### src/rtl/lsu_completion_tracker.sv
`default_nettype none
// ============================================================================
// Module      : lsu_completion_tracker
// Description : LSU-side producer of the scoreboard clear interface. Queues
//               LD/ST issues in order, forwards them to DRAM over a
//               valid/ready request channel and retires them on in-order
//               DRAM responses with a one-cycle done pulse carrying the
//               warp and encoded thread mask to release.
// Ports       : clk, rst_n (async, active-low)
//               i_issue_*    - scheduler issue channel (o_issue_ready back)
//               o_mem_req_*  - DRAM request channel (i_mem_req_ready back)
//               i_mem_resp_valid - in-order completion pulse
//               o_done_bit, o_warp_num_clear, o_threads_mask_clear - clear
//               o_occupancy  - entries held (queued + in flight)
//               o_resp_error - sticky: response with nothing in flight
// Revision    : 1.0 - initial release
// ============================================================================
module lsu_completion_tracker #(
    parameter int DEPTH      = 4,
    parameter int WARP_BITS  = 2,
    parameter int MASK_WIDTH = 4
) (
    input  logic                       clk,
    input  logic                       rst_n,
    input  logic                       i_issue_valid,
    output logic                       o_issue_ready,
    input  logic [WARP_BITS-1:0]       i_issue_warp,
    input  logic [MASK_WIDTH-1:0]      i_issue_mask,
    input  logic                       i_issue_store,
    output logic                       o_mem_req_valid,
    input  logic                       i_mem_req_ready,
    output logic [WARP_BITS-1:0]       o_mem_req_warp,
    output logic [MASK_WIDTH-1:0]      o_mem_req_mask,
    output logic                       o_mem_req_store,
    input  logic                       i_mem_resp_valid,
    output logic                       o_done_bit,
    output logic [WARP_BITS-1:0]       o_warp_num_clear,
    output logic [MASK_WIDTH-1:0]      o_threads_mask_clear,
    output logic [$clog2(DEPTH):0]     o_occupancy,
    output logic                       o_resp_error
);

    localparam int                c_AW    = $clog2(DEPTH);
    localparam int                c_PW    = c_AW + 1;
    localparam logic [c_PW-1:0]   c_DEPTH = c_PW'(DEPTH);

    // Storage is deliberately not reset; pointers alone define validity.
    logic [WARP_BITS-1:0]  r_mem_warp  [DEPTH];
    logic [MASK_WIDTH-1:0] r_mem_mask  [DEPTH];
    logic                  r_mem_store [DEPTH];

    // Pointers carry one extra wrap bit so full and empty are distinguishable.
    logic [c_PW-1:0] r_wr_ptr;
    logic [c_PW-1:0] r_req_ptr;
    logic [c_PW-1:0] r_rd_ptr;

    logic                  r_done_bit;
    logic [WARP_BITS-1:0]  r_warp_clear;
    logic [MASK_WIDTH-1:0] r_mask_clear;
    logic                  r_resp_error;

    logic [c_PW-1:0] w_occ;
    logic [c_PW-1:0] w_in_flight;
    logic            w_issue;
    logic            w_req_fire;
    logic            w_retire;
    logic            w_unexpected;

    assign w_occ        = r_wr_ptr - r_rd_ptr;
    assign w_in_flight  = r_req_ptr - r_rd_ptr;

    // Ready depends on registered occupancy only: a retire in the same
    // cycle does not free a slot until the following cycle.
    assign o_issue_ready   = (w_occ < c_DEPTH);
    assign o_mem_req_valid = (r_req_ptr != r_wr_ptr);

    assign w_issue      = i_issue_valid && o_issue_ready;
    assign w_req_fire   = o_mem_req_valid && i_mem_req_ready;
    // A request accepted this very cycle is not yet in flight, so a response
    // arriving alongside it is treated as unexpected.
    assign w_retire     = i_mem_resp_valid && (w_in_flight != '0);
    assign w_unexpected = i_mem_resp_valid && (w_in_flight == '0);

    assign o_mem_req_warp  = r_mem_warp[r_req_ptr[c_AW-1:0]];
    assign o_mem_req_mask  = r_mem_mask[r_req_ptr[c_AW-1:0]];
    assign o_mem_req_store = r_mem_store[r_req_ptr[c_AW-1:0]];

    always_ff @(posedge clk) begin
        if (w_issue) begin
            r_mem_warp[r_wr_ptr[c_AW-1:0]]  <= i_issue_warp;
            r_mem_mask[r_wr_ptr[c_AW-1:0]]  <= i_issue_mask;
            r_mem_store[r_wr_ptr[c_AW-1:0]] <= i_issue_store;
        end
    end

    always_ff @(posedge clk or negedge rst_n) begin
        if (!rst_n) begin
            r_wr_ptr     <= '0;
            r_req_ptr    <= '0;
            r_rd_ptr     <= '0;
            r_done_bit   <= 1'b0;
            r_warp_clear <= '0;
            r_mask_clear <= '0;
            r_resp_error <= 1'b0;
        end else begin
            if (w_issue) begin
                r_wr_ptr <= r_wr_ptr + 1'b1;
            end
            if (w_req_fire) begin
                r_req_ptr <= r_req_ptr + 1'b1;
            end
            r_done_bit <= w_retire;
            if (w_retire) begin
                r_warp_clear <= r_mem_warp[r_rd_ptr[c_AW-1:0]];
                r_mask_clear <= r_mem_mask[r_rd_ptr[c_AW-1:0]];
                r_rd_ptr     <= r_rd_ptr + 1'b1;
            end
            if (w_unexpected) begin
                r_resp_error <= 1'b1;
            end
        end
    end

    assign o_done_bit           = r_done_bit;
    assign o_warp_num_clear     = r_warp_clear;
    assign o_threads_mask_clear = r_mask_clear;
    assign o_occupancy          = w_occ;
    assign o_resp_error         = r_resp_error;

endmodule
`default_nettype wire

### config.mk
export PLATFORM = sky130hd
export DESIGN_NAME = lsu_completion_tracker
export DESIGN_NICKNAME = d
export VERILOG_FILES = /design/src/rtl/lsu_completion_tracker.sv
export SDC_FILE = /design/constraint.sdc
export NUM_CORES = 1
export LEC_CHECK = 0
export ABC_AREA = 1
export CORE_UTILIZATION = 55
export DETAILED_ROUTE_END_ITERATION = 6
export PLACE_DENSITY = 0.87
export SLEW_MARGIN = 10
export SYNTH_ARGS = -nofsm -noshare
export SYNTH_HDL_FRONTEND = slang
export SYNTH_SLANG_ARGS = --single-unit
### constraint.sdc
create_clock -name clk -period 6.5 [get_ports clk]
set_clock_uncertainty 0.15 [all_clocks]
set_input_delay 1.3 -clock clk [delete_from_list [all_inputs] [get_ports clk]]
set_output_delay 1.3 -clock clk [all_outputs]
set_load 0.03 [all_outputs]
Yosys cells after proc, flatten, opt, wreduce, memory -nomap -nowiden. Memory sizes are Yosys's and may differ from the RTL's. A register that Yosys moved wholly into a read port is not among the register bits. Cells that the tools add are included.

Register bits: 11. Bits in latches: 0. Bits in writable memories: 28. Bits in read-only memories: 0. Input bits: 12. Output and inout port bits: 20. Word-level logic and storage cells: 25. Memories: 3.

Add/subtract/negate cells: 5. Multipliers: 0. Div/mod/pow operators: 0. $lt $le $gt $ge: 1. Eq/ne operators: 1. Shifts and indexed selects: 0. Muxes and demuxes: 2. Bitwise gates (word level): 0. Reductions and logical operators: 8.

Memories: r_mem_mask (words 4, width 4, read ports 2, clocked after memory_dff 1, wr ports 1, RTL line 49) `logic [MASK_WIDTH-1:0] r_mem_mask [DEPTH];`; r_mem_warp (words 4, width 2, read ports 2, clocked after memory_dff 1, wr ports 1, RTL line 48) `logic [WARP_BITS-1:0] r_mem_warp [DEPTH];`; r_mem_store (words 4, width 1, read ports 1, clocked after memory_dff 0, wr ports 1, RTL line 50) `logic r_mem_store [DEPTH];`.

Operators with widths (number): 3-bit by 1-bit adder with 3-bit output, second input constant (3); 3-bit subtractor (2); 1-bit logical AND (4); 3-bit zero test (1); 3-bit less-than comparator, second input constant (1); 3-bit != test (1); 3-bit nonzero test (1); 1-bit zero test (2); 1-bit two-way mux (2).

Longest topological paths before layout. Gate-level depths: netlist of run 1.

Depth in word-level cells: 5. Depth in mapped cells: 12. Gate-level depth less buffers: 10.

Least setup slack after synthesis of run 1. OpenSTA, ideal clock, no wires.

Kind: register -> output. From: register r_wr_ptr[0]. To: output port o_issue_ready. Data arrival time: 1657 ps. Setup slack: 3393 ps. Stages on the path, launching flop included: 7. Buffers on the path: 0. Cell sequence: dfrtp_1 -> inv_1 -> ha_1 -> fa_1 -> nand2_1 -> nand2_1 -> inv_1.

Longest elaborated chain between the ends: 2.

RTL lines: start: declaration (RTL line 53) `logic [c_PW-1:0] r_wr_ptr;`; start signal: assignment (RTL line 107) `r_wr_ptr <= r_wr_ptr + 1'b1;`; 3-bit subtractor (RTL line 69) `assign w_occ = r_wr_ptr - r_rd_ptr;`; via o_occupancy[2] (RTL line 39) `output logic [$clog2(DEPTH):0] o_occupancy,`; 3-bit less-than comparator (RTL line 74) `assign o_issue_ready = (w_occ < c_DEPTH);`; end: declaration (RTL line 26) `output logic o_issue_ready,`.

The timed path passes the listed nets, and every way through them passes these cells.

Worst setup path in the final report of run 1.
From: register r_wr_ptr[0]. To: output port o_issue_ready.

Longest elaborated chain between the ends: 2.

RTL lines (RTL line): 3-bit subtractor (69); 3-bit less-than comparator (74).

Every way passes these cells.

==> run summary, run 1 <==
Req. time, crit path - 5.05 ns
period utilization - 59.8%
Peak VDD IR - 302 uV
min Tclk post-route - 3.89 ns
clock root buffer - clkbuf_8
CP max FO - 5
status - finished, final reports clean
share of layout cells above drive strength 1 - 10.9%
Critical path buffers and inverters - 3
worst-path cell chain - inv_1 -> ha_1 -> fa_1 -> nand2_1 -> nand2_1 -> inv_1 -> clkdlybuf4s50_1
Nets - 288
highest-delay cell along the critical path - clkdlybuf4s50_1
GRT Total Usage - 23.4%
routed len/inst - 14.4 um
kind of end point of the critical path - output pin
dpl cells - 309
boundary pin count - 32
placement row count - 23
Mean Syn Cell Area - 9.70 um^2
DR WL met2 - 2.31 mm
max_cap viols - 0
initial antenna violation count - 0
Slew Limit Fails - 0
Slew headroom - 49.0%
synth top area cells - edfxtp_1 (36%), dfrtp_1 (18%), nand2_1 (8.3%)
Starting Density - 57.5%
worst skew pair latency - 0.30 ns
CP Class - register to output pin
largest area contributor in the netlist - edfxtp_1
Yosys reg bits - 45
M1 WL - 2.02 mm
Gate Count Post-Synth - 239
setup TNS - 0 ns
area of the die - 4480 um^2
Top delay family on crit path - buffers and inverters
CTS sink count - 45
top cell type's share of synthesized area - 36.3%
crit start category - register
Crit path largest cell delay - 0.66 ns
Port Buffers - 31
Iter 0 DRT Violations - 80
CTS max path bufs - 2
# setup viols final - 0
count of warnings emitted by yosys - 0
H-tree lvl count - 2
core footprint - 4030 um^2
Pleak - 1.15 nW
final hold vios - 0
drt first pass iters - 4
Area growth, synth to finish - 17.2%
CTS tree - yes
final core utilization - 67.4%
hold buffer count at CTS - 0
maximum clock frequency - 0.257 GHz
placed instance area - 2610 um^2
first-pass GRT wire length - 7.55 mm
fin area - 2720 um^2
drt drc - 0
CP Data Arrival Time - 2.44 ns
Slew @ Worst Pin - 0.762 ns
register area share after synthesis - 54.6%
Filler Cells Inserted - 320
cts repair resizes - 0
via count - 1684
Die Wd - 66.9 um
synth unique cells - 24
Pwr Density - 589 nW/um^2
top layer in use - met4
HPWL after DPL - 3.16 mm
largest net degree at the start of global routing - 23
Tightest Hold Check Type - register to register
RSZ-0062 raised after global routing - no
CTS buffer count - 5
Setup Buffers After CTS - 0
Die Ht - 66.9 um
ANT nets after route - 0
Detailed Route WL - 4.57 mm
vias in the first global route - 1625
gp weighted congestion - 0.834
met3 routed WL - 194 um
Ant. Diodes - 0
mapped cell area - 2320 um^2
Cell Count, Final, Fillers Out - 317
Syn Nets - 261
grt total ovfl - 0
Clock transition at path regs - 0.08 ns
Via-to-Cell Ratio - 5.31
-- logic make-up (layout without fill, tap and decap cells) --
group,Yosys count,after routing,share of synthesized area (%)
flip-flops,45,45,54.6
XOR/XNOR,9,9,3.40
buffers and inverters,39,67,8.04
AO/OA/AOI/OAI,43,43,11.5
AND/OR/NAND/NOR,93,93,16.7
adder cells (fa/ha/maj),10,10,5.72
-- sequential cells by signal, indices dropped and copies added (netlist names) --
name / count
o_done_bit: 1
o_threads_mask_clear: 4
r_mem_mask: 16
o_resp_error: 1
r_mem_warp: 8
r_req_ptr: 3
r_wr_ptr: 3
r_mem_store: 4
o_warp_num_clear: 2
r_rd_ptr: 3
-- path summary, 6_finish.rpt --
kind | to | from | slack (ns) | depth (start not counted)
setup / recovery | o_issue_ready | r_wr_ptr[0] | 2.61 | 7
hold / removal | o_threads_mask_clear[1] | o_threads_mask_clear[1] | 0.32 | 2
setup reg to reg | r_mem_mask[0][0] | r_wr_ptr[0] | 3.86 | 6
hold reg to reg | o_threads_mask_clear[1] | o_threads_mask_clear[1] | 0.32 | 2
max in group asynchronous | o_threads_mask_clear[0] | rst_n | 4.43 | 1
min in group asynchronous | o_warp_num_clear[1] | rst_n | 1.30 | 1
-- worst register-to-register path, stage by stage (launching register included) --
cell and delay [ns]:
dfrtp_1 0.44, inv_1 0.12, ha_1 0.22, fa_1 0.41
nand2_1 0.14, nand3_2 0.20, nor2_1 0.59
-- cell type report --
type | count | area, um^2 | area share [%]
inverter | 28 | 105 | 3.87
tap | 50 | 62.6 | 2.30
clock buffer | 6 | 72.6 | 2.67
sequential | 45 | 1270 | 46.6
clock inverter | 2 | 33.8 | 1.24
timing repair buffer | 31 | 310 | 11.4
multi-input combinational | 155 | 866 | 31.9
-- report_power, final --
part | internal, mW | leakage [nW] | switching (mW)
Clock | 0.114 | 0.0528 | 0.0918
Sequential | 0.395 | 0.461 | 0.101
Combinational | 0.344 | 0.639 | 0.554
-- layout by cell type (no fill, tap or decap) --
cell type	synthesis	routed
clkinv_1	3	4
nand2_1	51	51
o21bai_2	1	1
o21ai_0	9	9
clkbuf_8	0	5
o22ai_1	1	1
nand2_2	4	4
a21oi_1	7	7
ha_1	9	9
fa_1	1	1
clkdlybuf4s50_1	0	31
xnor2_1	7	7
xor2_1	2	2
o211ai_2	6	6
inv_1	15	15
edfxtp_1	28	28
nor2_1	24	24
o21ai_1	19	19
clkbuf_1	1	1
nand3_1	12	12
nand3_2	2	2
dfrtp_1	17	17
bufinv_16	0	1
inv_2	10	10
-- Yosys cell counts, drive strengths merged --
cell type,number
a21oi,7
buf,10
clkbuf,1
clkinv,3
dfrtp,17
edfxtp,28
fa,1
ha,9
inv,25
nand2,55
nand3,14
nor2,24
o211ai,6
o21ai,28
o21bai,1
o22ai,1
xnor2,7
xor2,2
-- per-layer routing --
metal / vias to the layer above / GRT usage (%)
li1: 832 / -
met1: 794 / 29.0
met2: 52 / 39.5
met3: 6 / 4.79
met4: 0 / 9.57
met5: - / 0
-- through the flow --
stage / setup WS (ns) / hold slack, ns / total power [mW]
final: 2.61 / 0.324 / 1.60
after global routing: 2.48 / 0.346 / 1.71
after CTS: 2.60 / 0.328 / 1.61
after detailed placement: 2.94 / 0.308 / 1.39
after global placement: 3.05 / 0.305 / 1.36
after floorplan: 3.39 / 0.386 / 1.12
(Power assumes the default switching activity.)
==> run 2: changes to the inputs <==
Settings changed: CORE_UTILIZATION 55 to 54, PLACE_DENSITY 0.87 to 0.86.
Clock period 6.5 ns to 3.65 ns, I/O delays scaled along.
==> run 2 against run 1 <==
Routed wire length down 8.0%; worst hold slack better by 0.0018 ns; global-route usage is 1.7 points lower; largest power group unchanged; count of clock-buffer cells in the layout shrank 1.
==> run summary, run 2 (synthesis results as in run 1) <==
Pwr Total - 2.76 mW (was 1.60 mW)
vias in the first global route - 1556 (was 1625)
Ant. Diodes - 0 (unchanged)
Port Buffers - 31 (unchanged)
CTS max path bufs - 2 (unchanged)
drt first pass iters - 4 (unchanged)
commonest cells after routing, fill and taps aside - nand2_1 (51), clkdlybuf4s50_1 (31), edfxtp_1 (28) (unchanged)
Peak VDD IR - 468 uV (was 302 uV)
largest net degree at the start of global routing - 23 (unchanged)
hold buffer count at CTS - 0 (unchanged)
period utilization - 89.1%
# setup viols final - 0 (unchanged)
core footprint - 4060 um^2 (was 4030 um^2)
Clock transition at path regs - 0.09 ns (was 0.08 ns)
Die Wd - 67.5 um (was 66.9 um)
max reg flops - 16 (unchanged)
Pwr Density - 1020 nW/um^2 (was 589 nW/um^2)
final hold vios - 0 (unchanged)
min Tclk post-route - 3.25 ns
CP max FO - 5 (unchanged)
crit start category - register (unchanged)
routed len/inst - 13.2 um (was 14.4 um)
DP Worst Slack - 0.740 ns (was 2.94 ns)
Filler Cells Inserted - 324 (was 320)
R2R Setup Slk - 0.99 ns (was 3.86 ns)
Worst Slack Setup Final - 0.396 ns (was 2.61 ns)
Area growth, synth to finish - 16.8% (was 17.2%)
commonest non-fill, non-tap cell in the layout - nand2_1 (unchanged)
Nets - 289 (was 288)
Pleak - 1.15 nW (about the same)
setup TNS - 0 ns (unchanged)
grt total ovfl - 0 (unchanged)
initial antenna violation count - 0 (unchanged)
gp weighted congestion - 0.761 (was 0.834)
CTS sink count - 45 (unchanged)
share of layout cells above drive strength 1 - 11.9% (was 10.9%)
Slew Limit Fails - 0 (unchanged)
boundary pin count - 32 (unchanged)
kind of end point of the critical path - output pin (unchanged)
multi-input logic area - 866 um^2 (unchanged)
H-tree lvl count - 2 (unchanged)
ANT nets after route - 0 (unchanged)
clock root buffer - clkbuf_8 (unchanged)
HPWL after DPL - 2.94 mm (was 3.16 mm)
worst skew pair latency - 0.30 ns (about the same)
FF/Latch Area - 1270 um^2 (unchanged)
Tightest Hold Check Type - register to register (unchanged)
hold depth - 2 (unchanged)
cts repair resizes - 0 (unchanged)
placement row count - 23 (unchanged)
Die Ht - 67.5 um (was 66.9 um)
status - finished, final reports clean (unchanged)
Setup Buffers After CTS - 0 (unchanged)
CTS buffer count - 5 (unchanged)
Starting Density - 57.1% (was 57.5%)
maximum clock frequency - 0.307 GHz
Slew @ Worst Pin - 0.792 ns (was 0.762 ns)
Iter 0 DRT Violations - 100 (was 80)
Detailed Route WL - 4.20 mm (was 4.57 mm)
first-pass GRT wire length - 7.11 mm (was 7.55 mm)
Req. time, crit path - 2.77 ns (was 5.05 ns)
reg2reg path depth - 6 (unchanged)
CTS tree - yes (unchanged)
max_cap viols - 0 (unchanged)
GRT Total Usage - 21.7% (was 23.4%)
CP Class - register to output pin (unchanged)
Via-to-Cell Ratio - 5.14 (was 5.31)
CP Data Arrival Time - 2.37 ns (was 2.44 ns)
Slew headroom - 47.0% (was 49.0%)
drt drc - 0 (unchanged)
area of the die - 4560 um^2 (was 4480 um^2)
RSZ-0062 raised after global routing - no (unchanged)
via count - 1635 (was 1684)
[run 2: worst paths after layout]
path	start	end
worst max-delay path	r_wr_ptr[0]	o_issue_ready
worst min-delay path	o_threads_mask_clear[1]	o_threads_mask_clear[1]
worst max register to register	r_wr_ptr[0]	r_mem_warp[3][1]
worst min register to register	o_threads_mask_clear[1]	o_threads_mask_clear[1]
max in group asynchronous	rst_n	r_wr_ptr[1]
min in group asynchronous	rst_n	r_wr_ptr[2]
[run 2: layout make-up]
cell class              instances  share of cell area, %
clock buffers                   5                   2.54
clock inverters                 3                  0.786
inverters                      28                   3.88
multi-input cells             155                   32.0
flip-flops and latches         45                   46.8
well taps                      50                   2.31
repair buffers                 32                   11.7
[run 2: routing by layer]
| metal | global-route usage, % | wire length, um |
|---|---|---|
| met1 | 27.7 | 1830 |
| met2 | 36.5 | 2140 |
| met3 | 4.05 | 176 |
| met4 | 7.98 | 63 |
| met5 | 0 | 0 |
[run 2: worst max-delay path: stages, from the launching register on]
cell             delay [ns]
dfrtp_1                0.45
inv_1                  0.12
ha_1                   0.23
fa_1                   0.39
nand2_1                0.11
nand2_1                0.07
inv_1                  0.05
clkdlybuf4s50_1        0.66
[run 2: power by group]
group	leakage (nW)	total, mW	switching [mW]	internal, mW
Sequential	0.461	0.858	0.154	0.704
Combinational	0.644	1.60	0.980	0.615
Clock	0.0445	0.306	0.171	0.136
Total	1.15	2.76	1.31	1.45
[run 2: stage by stage]
step,instances,util [%],area (um^2),hold WS (ns)
2_1_floorplan,239,-,2320,0.284
3_3_place_gp,310,64.5,2620,0.304
3_5_place_dp,310,64.5,2620,0.308
4_1_cts,318,66.7,2710,0.330
5_1_grt,318,66.7,2710,0.356
6_report,318,66.7,2710,0.326
